## src/rtl/pim_dma_pkg.sv

```systemverilog
// rtl/pim_dma_pkg.sv - shared types and constants for the PIM DMA engine
//
// Contents:
//   dma_state_e    : engine FSM states
//   DMA_M2P        : funct3 for memory -> PIM transfers
//   DMA_P2M        : funct3 for PIM -> memory transfers
//   DMA_WORD_BYTES : bytes moved per beat
//   DMA_SIZE_W     : width of the byte-length field of a command
//   DMA_CNT_W      : width of the derived word counter
package pim_dma_pkg;

   typedef enum logic [2:0] {
      IDLE    = 3'd0,
      M2P_RD  = 3'd1,
      M2P_WR  = 3'd2,
      P2M_RD  = 3'd3,
      P2M_CAP = 3'd4,
      P2M_WR  = 3'd5,
      DONE    = 3'd6
   } dma_state_e;

   localparam logic [2:0] DMA_M2P = 3'b000;
   localparam logic [2:0] DMA_P2M = 3'b001;

   localparam int DMA_WORD_BYTES = 4;
   localparam int DMA_SIZE_W     = 13;
   localparam int DMA_CNT_W      = DMA_SIZE_W - 2;

endpackage

```

## src/rtl/pim_dma_engine.sv

```systemverilog
// rtl/pim_dma_engine.sv - DMA responder moving words between data memory and PIM units
//
// Ports:
//   i_clk, i_rst_n            : clock, asynchronous active-low reset
//   i_dma_en, i_dma_funct3,
//   i_dma_sel_pim, i_dma_size,
//   i_dma_mem_addr            : one-cycle command from the core's EX stage
//   o_dma_busy/done/err       : pipeline stall, completion pulse, illegal-command pulse
//   o_req_dmem, i_gnt_dmem    : shared data-memory port handshake
//   o_data_*, i_data_rd_data  : data-memory access signals
//   o_pim_*, i_pim_rd_data    : PIM unit access signals
module pim_dma_engine
   import pim_dma_pkg::*;
#(
   parameter int XLEN   = 32,
   parameter int PIM_AW = 11
) (
   input  logic                  i_clk,
   input  logic                  i_rst_n,
   input  logic                  i_dma_en,
   input  logic [2:0]            i_dma_funct3,
   input  logic [3:0]            i_dma_sel_pim,
   input  logic [DMA_SIZE_W-1:0] i_dma_size,
   input  logic [XLEN-1:0]       i_dma_mem_addr,
   output logic                  o_dma_busy,
   output logic                  o_dma_done,
   output logic                  o_dma_err,
   output logic                  o_req_dmem,
   input  logic                  i_gnt_dmem,
   output logic [XLEN-1:0]       o_data_addr,
   input  logic [XLEN-1:0]       i_data_rd_data,
   output logic [XLEN-1:0]       o_data_wr_data,
   output logic [3:0]            o_data_size,
   output logic                  o_data_read,
   output logic                  o_data_write,
   output logic [3:0]            o_pim_sel,
   output logic [PIM_AW-1:0]     o_pim_addr,
   output logic [XLEN-1:0]       o_pim_wr_data,
   output logic                  o_pim_write,
   output logic                  o_pim_read,
   input  logic [XLEN-1:0]       i_pim_rd_data
);

   dma_state_e           state_q, state_d;
   logic [XLEN-1:0]      mem_addr_q, mem_addr_d;
   logic [PIM_AW-1:0]    pim_addr_q, pim_addr_d;
   logic [DMA_CNT_W-1:0] count_q, count_d;
   logic [3:0]           sel_q, sel_d;
   logic [XLEN-1:0]      buf_q, buf_d;
   logic                 busy_q, busy_d;
   logic                 err_q, err_d;

   // Byte-offset bits of size and address are dropped by design.
   logic unused_ok;
   assign unused_ok = ^{i_dma_size[1:0], i_dma_mem_addr[1:0]};

   always_ff @(posedge i_clk or negedge i_rst_n) begin
      if (!i_rst_n) begin
         state_q    <= IDLE;
         mem_addr_q <= '0;
         pim_addr_q <= '0;
         count_q    <= '0;
         sel_q      <= '0;
         buf_q      <= '0;
         busy_q     <= 1'b0;
         err_q      <= 1'b0;
      end else begin
         state_q    <= state_d;
         mem_addr_q <= mem_addr_d;
         pim_addr_q <= pim_addr_d;
         count_q    <= count_d;
         sel_q      <= sel_d;
         buf_q      <= buf_d;
         busy_q     <= busy_d;
         err_q      <= err_d;
      end
   end

   always_comb begin
      state_d       = state_q;
      mem_addr_d    = mem_addr_q;
      pim_addr_d    = pim_addr_q;
      count_d       = count_q;
      sel_d         = sel_q;
      buf_d         = buf_q;
      err_d         = 1'b0;
      o_req_dmem    = 1'b0;
      o_data_read   = 1'b0;
      o_data_write  = 1'b0;
      o_data_size   = 4'b0000;
      o_pim_write   = 1'b0;
      o_pim_read    = 1'b0;
      o_pim_wr_data = '0;
      o_dma_done    = 1'b0;

      unique case (state_q)
         IDLE: begin
            if (i_dma_en) begin
               if (i_dma_funct3 == DMA_M2P || i_dma_funct3 == DMA_P2M) begin
                  sel_d      = i_dma_sel_pim;
                  mem_addr_d = {i_dma_mem_addr[XLEN-1:2], 2'b00};
                  count_d    = i_dma_size[DMA_SIZE_W-1:2];
                  pim_addr_d = '0;
                  if (i_dma_size[DMA_SIZE_W-1:2] == '0) begin
                     state_d = DONE;
                  end else if (i_dma_funct3 == DMA_M2P) begin
                     state_d = M2P_RD;
                  end else begin
                     state_d = P2M_RD;
                  end
               end else begin
                  err_d = 1'b1;
               end
            end
         end

         M2P_RD: begin
            o_req_dmem  = 1'b1;
            o_data_read = 1'b1;
            o_data_size = 4'b1111;
            if (i_gnt_dmem) begin
               state_d = M2P_WR;
            end
         end

         // Read data returns the cycle after the grant, so it is forwarded
         // straight to the PIM without an intermediate register.
         M2P_WR: begin
            o_pim_write   = 1'b1;
            o_pim_wr_data = i_data_rd_data;
            mem_addr_d    = mem_addr_q + XLEN'(DMA_WORD_BYTES);
            pim_addr_d    = pim_addr_q + PIM_AW'(1);
            count_d       = count_q - DMA_CNT_W'(1);
            state_d       = (count_q == DMA_CNT_W'(1)) ? DONE : M2P_RD;
         end

         P2M_RD: begin
            o_pim_read = 1'b1;
            state_d    = P2M_CAP;
         end

         P2M_CAP: begin
            buf_d   = i_pim_rd_data;
            state_d = P2M_WR;
         end

         P2M_WR: begin
            o_req_dmem   = 1'b1;
            o_data_write = 1'b1;
            o_data_size  = 4'b1111;
            if (i_gnt_dmem) begin
               mem_addr_d = mem_addr_q + XLEN'(DMA_WORD_BYTES);
               pim_addr_d = pim_addr_q + PIM_AW'(1);
               count_d    = count_q - DMA_CNT_W'(1);
               state_d    = (count_q == DMA_CNT_W'(1)) ? DONE : P2M_RD;
            end
         end

         DONE: begin
            o_dma_done = 1'b1;
            state_d    = IDLE;
         end

         default: state_d = IDLE;
      endcase

      // Registered so busy covers exactly the cycles spent outside IDLE.
      busy_d = (state_d != IDLE);
   end

   assign o_dma_busy     = busy_q;
   assign o_dma_err      = err_q;
   assign o_data_addr    = mem_addr_q;
   assign o_data_wr_data = buf_q;
   assign o_pim_sel      = sel_q;
   assign o_pim_addr     = pim_addr_q;

endmodule

```

## config.mk

```make
export PLATFORM = sky130hd
export DESIGN_NAME = pim_dma_engine
export DESIGN_NICKNAME = d
export VERILOG_FILES = /design/src/rtl/pim_dma_pkg.sv /design/src/rtl/pim_dma_engine.sv
export SDC_FILE = /design/constraint.sdc
export NUM_CORES = 1
export LEC_CHECK = 0
export CORE_MARGIN = 1
export CORE_UTILIZATION = 46
export CTS_BUF_LIST = sky130_fd_sc_hd__clkbuf_2
export DETAILED_ROUTE_END_ITERATION = 8
export PLACE_DENSITY = 0.93
export SLEW_MARGIN = 20
export SYNTH_ARGS = -nofsm -noshare
export SYNTH_HDL_FRONTEND = slang
export SYNTH_SLANG_ARGS = --single-unit
```

## constraint.sdc

```tcl
create_clock -name i_clk -period 6 [get_ports i_clk]
set_clock_uncertainty 0.1 [all_clocks]
set_input_delay 1.5 -clock i_clk [delete_from_list [all_inputs] [get_ports i_clk]]
set_output_delay 1.5 -clock i_clk [all_outputs]
set_load 0.005 [all_outputs]
```

==> impl_metrics.yaml <==
critical_path:
  reg2reg_from: "state_q[1]$_DFF_PN0_"
  path_class: "input port to primary output"
  end_kind: "primary output"
  crit_fanout: 1
  worst-r2r-setup-slack_ns: 3.09
  arrival_ns: 2.63
  crit_required_ns: 4.40
  cp-start-kind: "input port"
  crit_start: "i_data_rd_data[15]"
finish:
  fin_cells: 887
  final_util: 0.727
  num-nets-final: 870
  antennaDiodeCount: 0
  area_growth_pct: 50.8
  drive_gt1_frac: 0.0945
  fin_area_um2: 7600
  fillCellCount: 745
min_path:
  min_from: "o_pim_sel[3]$_DFFE_PN0P_"
  hp-class: "flop to flop"
synth:
  synth_edf_count: 0
  ys_types: 63
  ys_ff_latch: 93
  syn_area_um2: 5040
  async_flop_share: 1.00
  yosysSeqAreaShare: 0.462
  synthTopCellsByArea: "dfrtp_1 46%, mux2_2 7.1%, and2_1 4.7%, nand2_1 3.6%, nor2_1 3.6%"
  ys_warn_count: 0
  synth_ff_type: "dfrtp_1"
  avgSynthCellArea_um2: 9.59
  synthCells: 526
  synth_top_area_frac: 0.462
  yosys.area.top_type: "dfrtp_1"
timing:
  rsz0062_at_grt: "false"
  finalHoldViolCount: 0
  timing.fmax_ghz: 0.236
  worst_pin_slew_ns: 0.845
  final.min_clock_period_ns: 4.23
  setup_viol: 0
  fin_crit_sh: 0.705
  slew-limit-headroom: 0.436
  maxSlewViolCount: 0
  tns_ns: 0
global_route:
  overflow: 0
  grt_max_degree: 59
  antenna_found_initial: 0
  grt_first_pass_wirelength_um: 24800
  track_usage: 0.274
  grt_pass1_vias: 4948
routing:
  routed-wl-met3_um: 1090
  maxUsedRoutingLayer: "met4"
  routed_wirelength_um: 15600
  viasPerCell: 5.67
  ant_nets: 0
  first_pass_iters: 5
  drtIter0Drc: 327
  route.detailed.drc: 0
  wl_per_cell_um: 17.6
  wl_met1_um: 6390
  routed-wl-met2_um: 7840
  via_count: 5033
power:
  leakage_nw: 3.05
  p_per_area_nw_per_um2: 403
  ir_drop_v: 0.000246
clock_tree:
  ctsHtreeMaxLevel: 3
  cts_sinks: 93
  cts_buffers: 9
  insertion_delay_ns: 0.54
  postCtsSetupBuffers: 0
  cts_resized: 0
  path_clk_slew_ns: 0.28
  clk_path_buf_depth: 2
  cts_tree: "built"
  root_buffer: "clkbuf_2"
  cts-hold-fix-buffers: 0
die:
  die_area_um2: 11400
  ios: 243
  die_height_um: 107
  initial_core_util: 0.482
  core_um2: 10500
  die_w_um: 107
  placementRows: 37
placement:
  gp_congestion: 0.859
  port_buffers: 236
  hpwl_um: 11500
  dp_cells: 869
  place_area_um2: 7450
run:
  drv_cap: 0
status:
  status: "finished, final reports clean"
## critical path, cell delays in order
cell and delay (ns):
clkdlybuf4s50_1 0.50, and2_1 0.14, clkdlybuf4s50_1 0.49
## layer usage
metal | track usage | up-vias
met5 | 0 | -
met4 | 0.0890 | 0
met3 | 0.0419 | 33
met2 | 0.474 | 257
met1 | 0.353 | 2410
li1 | - | 2333
## report_power, final
part           switching (mW)  internal, mW  total [mW]
clock                   0.226         0.103       0.329
combinational           0.630         0.907        1.54
sequential              0.297         0.903        1.20
total                    1.15          1.91        3.07
## state kept, by name, summed over array words and instances (netlist names)
register	count
o_data_wr_data	32
o_data_addr	30
count_q	11
o_pim_addr	11
o_pim_sel	4
state_q	3
o_dma_busy	1
o_dma_err	1
## worst paths after layout
path                                                 endpoint  cells after the start
worst max-delay path                        o_pim_wr_data[15]                      3
worst min-delay path                 o_pim_sel[3]$_DFFE_PN0P_                      2
worst max register to register      o_pim_addr[8]$_DFFE_PN0P_                      7
worst min register to register       o_pim_sel[3]$_DFFE_PN0P_                      2
max in group asynchronous                state_q[2]$_DFF_PN0_                      2
min in group asynchronous       o_data_wr_data[4]$_DFFE_PN0N_                      1
## metrics by stage
stage / total power [mW] / hold WS, ns / setup slack [ns]
after detailed placement: 2.74 / 0.389 / 1.76
after CTS: 3.06 / 0.443 / 1.25
after global placement: 2.65 / 0.363 / 1.79
after global routing: 3.27 / 0.459 / 1.61
after floorplan: 1.87 / 0.370 / 2.78
final: 3.07 / 0.441 / 1.77
## cell usage after synthesis, types with 3 or more instances
| master | number |
|---|---|
| o311ai_0 | 5 |
| nor4_1 | 5 |
| xnor2_1 | 4 |
| mux2_2 | 32 |
| nand3_1 | 28 |
| mux2i_1 | 3 |
| and2_1 | 38 |
| nor3b_1 | 3 |
| nand2_1 | 49 |
| o22ai_1 | 8 |
| or3_1 | 5 |
| o21ai_0 | 23 |
| xor2_1 | 4 |
| a22oi_1 | 3 |
| and3_1 | 7 |
| nand4_1 | 16 |
| buf_2 | 19 |
| ha_1 | 4 |
| nor2_1 | 48 |
| nand2b_1 | 3 |
| a32oi_1 | 3 |
| clkbuf_1 | 9 |
| a21oi_1 | 29 |
| inv_1 | 10 |
| buf_4 | 6 |
| nor3_1 | 10 |
| a311oi_1 | 4 |
| dfrtp_1 | 93 |
| a31oi_1 | 3 |
| and4_1 | 4 |
| a211oi_1 | 6 |
## cells in the final DEF, fill, tap and decap left out, types with 3 or more instances in the layout
| master | instances |
|---|---|
| a211oi_1 | 6 |
| a21oi_1 | 29 |
| a22oi_1 | 3 |
| a311oi_1 | 4 |
| a31oi_1 | 3 |
| a32oi_1 | 3 |
| and2_1 | 38 |
| and3_1 | 7 |
| and4_1 | 4 |
| buf_4 | 5 |
| clkbuf_2 | 9 |
| clkdlybuf4s50_1 | 235 |
| dfrtp_1 | 93 |
| ha_1 | 4 |
| inv_1 | 10 |
| mux2_2 | 32 |
| mux2i_1 | 3 |
| nand2_1 | 48 |
| nand2b_1 | 3 |
| nand3_1 | 28 |
| nand4_1 | 16 |
| nor2_1 | 47 |
| nor3_1 | 10 |
| nor3b_1 | 3 |
| nor4_1 | 5 |
| o21ai_0 | 23 |
| o22ai_1 | 8 |
| o311ai_0 | 5 |
| or3_1 | 5 |
| xnor2_1 | 4 |
| xor2_1 | 4 |
## final cells by class
type,count,area (µm²),area share
Multi-Input combinational cell,390,2530,0.333
Clock inverter,7,80.1,0.0105
Timing Repair Buffer,242,2410,0.317
Sequential cell,93,2330,0.306
Inverter,10,37.5,0.00494
Tap cell,136,170,0.0224
Clock buffer,9,45.0,0.00592
## cells by family (layout without fill, tap and decap cells)
kind of cell | count (synthesis) | in the layout | share of synthesized area
multiplexers | 35 | 35 | 0.0774
XOR/XNOR | 8 | 8 | 0.0139
AND/OR/NAND/NOR | 237 | 237 | 0.261
adder cells (fa/ha/maj) | 4 | 4 | 0.00993
buffers and inverters | 44 | 268 | 0.0419
AO/OA/AOI/OAI | 104 | 104 | 0.134
other | 1 | 2 | 0.000744
flip-flops | 93 | 93 | 0.462
Power figures use the tool's default switching activity.
